$ cat config.mk
export PLATFORM = sky130hd
export DESIGN_NAME = bit_serial_alu
export DESIGN_NICKNAME = d
export VERILOG_FILES = /design/src/rtl/bit_serial_alu_pkg.sv /design/src/rtl/bit_serial_alu_bit_slice.sv /design/src/rtl/bit_serial_alu.sv
export SDC_FILE = /design/constraint.sdc
export NUM_CORES = 1
export LEC_CHECK = 0
export ABC_AREA = 1
export BUFFER_PORTS_ARGS = -buffer_cell sky130_fd_sc_hd__buf_2
export CORE_ASPECT_RATIO = 0.6
export CORE_MARGIN = 8
export CORE_UTILIZATION = 40
export CTS_BUF_LIST = sky130_fd_sc_hd__clkbuf_2 sky130_fd_sc_hd__clkbuf_4 sky130_fd_sc_hd__clkbuf_8
export DETAILED_ROUTE_END_ITERATION = 8
export RECOVER_POWER = 50
export SYNTH_ARGS = -nofsm -noshare
export SYNTH_HDL_FRONTEND = slang
export SYNTH_SLANG_ARGS = --single-unit
$ cat constraint.sdc
create_clock -name clk -period 2.8 [get_ports clk]
set_clock_uncertainty 0.05 [all_clocks]
set_input_delay 0.14 -clock clk [delete_from_list [all_inputs] [get_ports clk]]
set_output_delay 0.14 -clock clk [all_outputs]
set_load 0.01 [all_outputs]
$ cat src/rtl/bit_serial_alu_pkg.sv
// Shared encodings for the bit-serial ALU slice.
// Optional subtraction on op=11 is enabled by defining BIT_SERIAL_ALU_SUB_EN.
package bit_serial_alu_pkg;

    typedef enum logic [1:0] {
        OP_AND = 2'b00,
        OP_OR  = 2'b01,
        OP_ADD = 2'b10,
        OP_SUB = 2'b11
    } op_e;

    typedef enum logic [1:0] {
        ST_IDLE  = 2'b00,
        ST_SHIFT = 2'b01,
        ST_DONE  = 2'b10
    } state_e;

endpackage

$ cat src/rtl/bit_serial_alu_bit_slice.sv
// One-bit combinational datapath for bit_serial_alu.
// Macro BIT_SERIAL_ALU_SUB_EN adds operand inversion for op=11.
module alu_bit_slice
    import bit_serial_alu_pkg::*;
(
    input  logic x,
    input  logic y,
    input  logic cin,
    input  op_e  op,
    output logic s,
    output logic cout
);

    logic ye;

`ifdef BIT_SERIAL_ALU_SUB_EN
    assign ye = (op == OP_SUB) ? ~y : y;
`else
    assign ye = y;
`endif

    always_comb begin
        s    = 1'b0;
        cout = 1'b0;
        unique case (op)
            OP_AND: s = x & y;
            OP_OR:  s = x | y;
            default: begin
                s    = x ^ ye ^ cin;
                cout = (x & ye) | (cin & (x ^ ye));
            end
        endcase
    end

endmodule

$ cat src/rtl/bit_serial_alu.sv
// Bit-serial ALU: LSB-first, one bit per clock through alu_bit_slice.
// Macro BIT_SERIAL_ALU_SUB_EN turns op=11 into A-B; otherwise it is ADD.
module bit_serial_alu
    import bit_serial_alu_pkg::*;
#(
    parameter int WIDTH = 8
) (
    input  logic             clk,
    input  logic             rst_n,
    input  logic             start,
    input  logic [WIDTH-1:0] a,
    input  logic [WIDTH-1:0] b,
    input  logic [1:0]       op,
    output logic             busy,
    output logic             done,
    output logic [WIDTH-1:0] result,
    output logic             carry_out
);

    localparam int CW = (WIDTH > 1) ? $clog2(WIDTH) : 1;
    localparam logic [CW-1:0] LAST = CW'(WIDTH - 1);

    state_e           state;
    state_e           state_nx;
    logic [CW-1:0]    cnt;
    logic [WIDTH-1:0] a_sh;
    logic [WIDTH-1:0] b_sh;
    logic [WIDTH-1:0] r_sh;
    logic [WIDTH-1:0] r_nx;
    logic             cy;
    op_e              op_q;
    logic             accept;
    logic             last;
    logic             cy_init;
    logic             s;
    logic             cout;

    assign busy   = (state == ST_SHIFT);
    assign done   = (state == ST_DONE);
    assign accept = start && (state != ST_SHIFT);
    assign last   = busy && (cnt == LAST);
    assign r_nx   = {s, r_sh[WIDTH-1:1]};

`ifdef BIT_SERIAL_ALU_SUB_EN
    assign cy_init = (op_e'(op) == OP_SUB);
`else
    assign cy_init = 1'b0;
`endif

    alu_bit_slice u_slice (
        .x    (a_sh[0]),
        .y    (b_sh[0]),
        .cin  (cy),
        .op   (op_q),
        .s    (s),
        .cout (cout)
    );

    always_ff @(posedge clk or negedge rst_n) begin
        if (!rst_n) state <= ST_IDLE;
        else        state <= state_nx;
    end

    always_comb begin
        state_nx = state;
        unique case (state)
            ST_IDLE:  if (start) state_nx = ST_SHIFT;
            ST_SHIFT: if (cnt == LAST) state_nx = ST_DONE;
            ST_DONE:  state_nx = start ? ST_SHIFT : ST_IDLE;
            default:  state_nx = ST_IDLE;
        endcase
    end

    always_ff @(posedge clk or negedge rst_n) begin
        if (!rst_n) begin
            cnt       <= '0;
            a_sh      <= '0;
            b_sh      <= '0;
            r_sh      <= '0;
            cy        <= 1'b0;
            op_q      <= OP_AND;
            result    <= '0;
            carry_out <= 1'b0;
        end else if (accept) begin
            a_sh <= a;
            b_sh <= b;
            op_q <= op_e'(op);
            cnt  <= '0;
            cy   <= cy_init;
        end else if (busy) begin
            a_sh <= a_sh >> 1;
            b_sh <= b_sh >> 1;
            r_sh <= r_nx;
            cnt  <= cnt + 1'b1;
            // logic ops never touch the carry, so it stays at its 0 preload
            if (op_q[1]) cy <= cout;
            if (last) begin
                result    <= r_nx;
                carry_out <= op_q[1] & cout;
            end
        end
    end

endmodule

=== After elaboration in Yosys (flattened, before gate mapping) ===
Cells that the tools add are included.

* Memories kept: 0
* Bits in writable memories: 0
* ROM bits: 0
* Register bits after elaboration: 41
* Bits in latches: 0
* Input port bits: 21
* Output and inout bits: 11

* $add $sub $neg: 1
* Equality and inequality tests: 7
* Div/mod/pow operators: 0
* $lt $le $gt $ge: 0
* Reductions and logical operators: 11
* Multiplexer cells: 15
* Bitwise gates (word level): 8
* Multiply operators: 0
* Shifts and indexed selects: 0

{| class="wikitable"
|+ Operators with widths
! cell !! count
|-
| $mux W8 || 4
|-
| $mux W3 || 2
|-
| $pmux W2 S3 || 1
|-
| $reduce_and A2 Y1 || 3
|-
| $mux W1 || 5
|-
| $eq A2 B1 Y1 const B || 2
|-
| $logic_not A2 Y1 || 2
|-
| $mux W2 || 2
|-
| $ne A2 B1 Y1 const B || 2
|-
| $reduce_bool A2 Y1 || 2
|-
| $add A3 B1 Y3 const B || 1
|-
| $and A1 B1 Y1 || 3
|-
| $eq A3 B3 Y1 const B || 1
|-
| $reduce_and A3 Y1 || 1
|-
| $eq A2 B2 Y1 const B || 1
|-
| $logic_and A1 B1 Y1 || 2
|-
| $ne A2 B2 Y1 const B || 1
|-
| $or A1 B1 Y1 || 2
|-
| $pmux W1 S2 || 1
|-
| $reduce_or A2 Y1 || 1
|-
| $xor A1 B1 Y1 || 2
|-
| $not A1 Y1 || 1
|}

=== Longest topological paths before layout ===
* Depth in word-level cells: 7
* Gate-level depth with buffers: 8

=== Hierarchy ===
From an unflattened synthesis, not the netlist that was laid out.

* Cells, all modules: 206
* Area total of the unflattened synthesis: 1824.2 um^2

{| class="wikitable"
|+ By module, submodules not included
! module !! seq. area each (um^2) !! cells an instance !! area an instance (um^2) !! times used
|-
| bit_serial_alu || 1001.0 || 191 || 1730.4 || 1
|-
| alu_bit_slice || 0.0 || 15 || 93.8 || 1
|}

=== Worst setup path before layout ===
OpenSTA, ideal clock, no wires.

* Path kind: register to register
* From: register cnt[0]
* To: register result[7]
* Setup slack: 1427 ps
* Cell stages (with the launch flop): 9
* Required time: 2685 ps
* Library setup time: 65 ps
* Arrival time: 1258 ps
* Cells stage by stage: dfrtp_1 -> ha_1 -> ha_1 -> inv_1 -> nor2_8 -> inv_4 -> buf_6 -> nand2_1 -> nand2_1

* Longest elaborated chain between the ends: 3

{| class="wikitable"
|+ Ends and longest elaborated chain
! item !! line !! source
|-
| start, declared || bit_serial_alu.sv:25 || <nowiki>logic [CW-1:0] cnt;</nowiki>
|-
| start signal, assigned || bit_serial_alu.sv:94 || <nowiki>cnt <= cnt + 1'b1;</nowiki>
|-
| $eq A3 B3 Y1 || bit_serial_alu.sv:41 || <nowiki>assign last = busy && (cnt == LAST);</nowiki>
|-
| $logic_and A1 B1 Y1 || bit_serial_alu.sv:41 ||
|-
| $reduce_and A3 Y1 (no source line) || n/a ||
|-
| end signal, assigned || bit_serial_alu.sv:98 || <nowiki>result <= r_nx;</nowiki>
|-
| end, declared || bit_serial_alu.sv:16 || <nowiki>output logic [WIDTH-1:0] result,</nowiki>
|}

Every way passes these cells.
A chain may end at the register's enable or synchronous reset.

=== Worst setup path after layout ===
* From: register state[0]
* To: register b_sh[2]

* Longest elaborated chain between the ends: 3
* Elaborated cells between the ends (all ways): 5

{| class="wikitable"
|+ Ends and longest elaborated chain
! item !! line !! source
|-
| start, declared || bit_serial_alu.sv:23 || <nowiki>state_e state;</nowiki>
|-
| start signal, assigned || bit_serial_alu.sv:61 || <nowiki>else state <= state_nx;</nowiki>
|-
| $ne A2 B1 Y1 || bit_serial_alu.sv:40 || <nowiki>assign accept = start && (state != ST_SHIFT);</nowiki>
|-
| $logic_and A1 B1 Y1 || bit_serial_alu.sv:40 ||
|-
| $mux W8 or $reduce_bool A2 Y1 (tied branches) || n/a ||
|-
| end signal, assigned || bit_serial_alu.sv:92 || <nowiki>b_sh <= b_sh >> 1;</nowiki>
|-
| end, declared || bit_serial_alu.sv:27 || <nowiki>logic [WIDTH-1:0] b_sh;</nowiki>
|}

Several ways; a longest one is shown, not always the timed one.

==> summary.md <==
| Metric | Value |
|---|---|
| Outcome | `finished clean` |
| Crit Path Category | `register to register` |
| Initial core utilization | `0.423` |
| Register area share after synthesis | `0.565` |
| Post-CTS setup buffer count | `0` |
| Hpwl dp | `2340 um` |
| Vias/cell | `4.43` |
| Via count | `1288` |
| Deepest clock path buffer count | `2` |
| Syn Nets | `222` |
| PD cells | `1010 nW/um^2` |
| Worst path cell trace | `nand2_1 -> nand2_1 -> inv_1 -> nand2_1 -> nand3_1` |
| Filler instances | `426` |
| Footprint of the multi-input gates | `611 um^2` |
| Crit path largest cell delay | `0.47 ns` |
| Slew Limit Headroom | `0.345` |
| # resized after CTS | `0` |
| Crit-path max FO | `20` |
| Initial antenna violation count | `0` |
| Largest net degree at the start of global routing | `41` |
| Clock Sinks | `40` |
| Leading area contributor after synthesis | `dfrtp_1` |
| Die Span Y | `67.5 um` |
| Post-Synthesis Cells | `196` |
| Max-slew violations | `0` |
| Startpoint type of the worst setup path | `register` |
| Setup TNS | `0 ns` |
| Width of the chip | `102 um` |
| Num rows | `18` |
| Clk_lat worst skew | `0.29 ns` |
| Largest cells by area after synthesis | `dfrtp_1 (57%), nand2_1 (17%), nand3_1 (5.1%), inv_1 (3.8%), o21ai_2 (3.5%)` |
| Drt total wl | `3370 um` |
| CP dominant cell by count | `nand2_1` |
| Max rail drop VDD | `0.305 mV` |
| Area occupied by registers | `1000 um^2` |
| Slowest stage cell, crit path | `inv_1` |
| Remaining global-route overflow | `0` |
| Min Clock Period, post-route | `1.75 ns` |
| Placed cell area | `1950 um^2` |
| Dpl ws | `1.24 ns` |
| Fmax | `0.570 GHz` |
| Final std cells w/o fill | `291` |
| First-pass DRT Iterations | `4` |
| Core area | `4190 um^2` |
| Net count, final | `257` |
| Area share of the largest cell type after synthesis | `0.565` |
| FF+latch count, synth | `40` |
| Placed Cells | `281` |
| Yosys warns | `0` |
| Worst-Margin Slew | `0.982 ns` |
| I/O Pins | `32` |
| Die ar. | `6880 um^2` |
| Routed Antenna Nets | `0` |
| Hold path depth | `3` |
| Vias in the first global route | `1252` |
| Diode count | `0` |
| CTS tree | `done` |
| Total power | `2.05 mW` |
| Clock root cell | `clkbuf_8` |
| CTS Buf Count | `5` |
| Hold Fails Final Rpt | `0` |
| Worst R2R Path Depth | `5` |
| GPL Wtd Cong | `0.681` |
| DR iter-0 viols | `62` |
| Post-route clock period utilization | `0.627` |
| CP Capture Type | `register` |
| First-pass GRT wire length | `5720 um` |
| Routed len/inst | `11.6 um` |
| Critical path depth in cells | `5` |
| Reg clk slew, reported paths | `0.08 ns` |
| Arrival time worst endpoint | `1.93 ns` |
| Hold Slack | `0.00713 ns` |
| Synth Area per Inst | `9.03 um^2` |
| Hold Path Class | `input pin to register` |
| All-Layer GR Usage | `0.109` |
| Final setup margin | `1.05 ns` |
| CP required | `2.98 ns` |
| Fin area | `2040 um^2` |
| Leak | `1.05 nW` |
| Port-buffer cells | `31` |
| Layout cells sized above 1 | `0.169` |
| Family with the most delay on the worst path | `simple AND/OR/NAND/NOR gates` |
| Area of the mapped netlist | `1770 um^2` |
| DRC viols | `0` |
| Final core occ | `0.487` |
| Max-cap check violation count | `0` |
| Crit path buf inv count | `1` |
| CTS H-tree depth | `2` |
| RSZ-0062 raised after global routing | `false` |
| Netlist cell types | `20` |
| Final Setup Violations | `0` |
| Area Overhead vs Synth | `15.3%` |
## Yosys cell counts
cell / instances
a21oi_1: 1
buf_2: 2
buf_4: 3
buf_6: 2
dfrtp_1: 40
fa_1: 1
ha_1: 4
inv_1: 18
inv_2: 1
inv_4: 1
nand2_1: 81
nand2_2: 2
nand2_4: 1
nand3_1: 18
nor2_1: 3
nor2_8: 1
o21ai_0: 7
o21ai_1: 2
o21ai_2: 7
o22ai_1: 1
## sequential cells by signal, indices dropped and copies added, names as in the netlist
register	flops
cy	1
r_sh	7
op_q	2
a_sh	8
carry_out	1
cnt	3
b_sh	8
result	8
state	2
## per-layer routing
layer,global-route usage,wire [um],vias up
li1,-,-,674
met1,0.143,1660,592
met2,0.154,1480,17
met3,0.0390,184,5
met4,0.0599,53,0
met5,0,0,-
## cells in the final DEF, fill, tap and decap left out, drive strengths merged, types with 3 or more instances in the layout
cell type | netlist | final
buf | 7 | 21
clkbuf | 0 | 18
dfrtp | 40 | 40
dlygate4sd3 | 0 | 3
ha | 4 | 4
inv | 20 | 20
nand2 | 84 | 84
nand3 | 18 | 18
nor2 | 4 | 4
o21ai | 16 | 16
## power breakdown
| group | switching [mW] | internal (mW) | total [mW] |
|---|---|---|---|
| sequential | 0.127 | 0.815 | 0.943 |
| clock | 0.191 | 0.219 | 0.411 |
| combinational | 0.446 | 0.253 | 0.699 |
## tightest hold or removal path, delay by kind of cell
| family | cells | cell delay [ns] |
|---|---|---|
| buffers and inverters | 1 | 0.07 |
| and+or+nand+nor | 2 | 0.10 |
## cell type report
type                            count  area share
Tap cell                           60      0.0368
Multi-Input combinational cell    129       0.299
Sequential cell                    40       0.490
Clock buffer                        7      0.0472
Inverter                           20      0.0380
Timing Repair Buffer               35      0.0883
## cell families (layout without fill, tap and decap cells)
kind of cell | Yosys count | in the layout | share of synthesized area
AND/OR/NAND/NOR | 106 | 106 | 0.254
flip-flops | 40 | 40 | 0.565
buffers and inverters | 27 | 62 | 0.0749
AO/OA/AOI/OAI | 18 | 18 | 0.0664
adder cells (fa/ha/maj) | 5 | 5 | 0.0396
## final timing paths
| path | slack (ns) | from | to |
|---|---|---|---|
| max in group asynchronous | 1.61 | rst_n | carry_out |
| hold reg to reg | 0.43 | a_sh[7] | a_sh[7] |
| setup reg to reg | 1.05 | state[0] | b_sh[2] |
| hold / removal | 0.007 | b[7] | b_sh[7] |
| min in group asynchronous | 0.49 | rst_n | a_sh[0] |
| setup / recovery | 1.05 | state[0] | b_sh[2] |
## repair_timing
item / 4_1_cts / 5_1_grt
hold buffers: 3 / 0
hold endpoints to repair: 42 / 0
endpoints found under the setup margin: 0 / 0
Power figures use the tool's default switching activity.
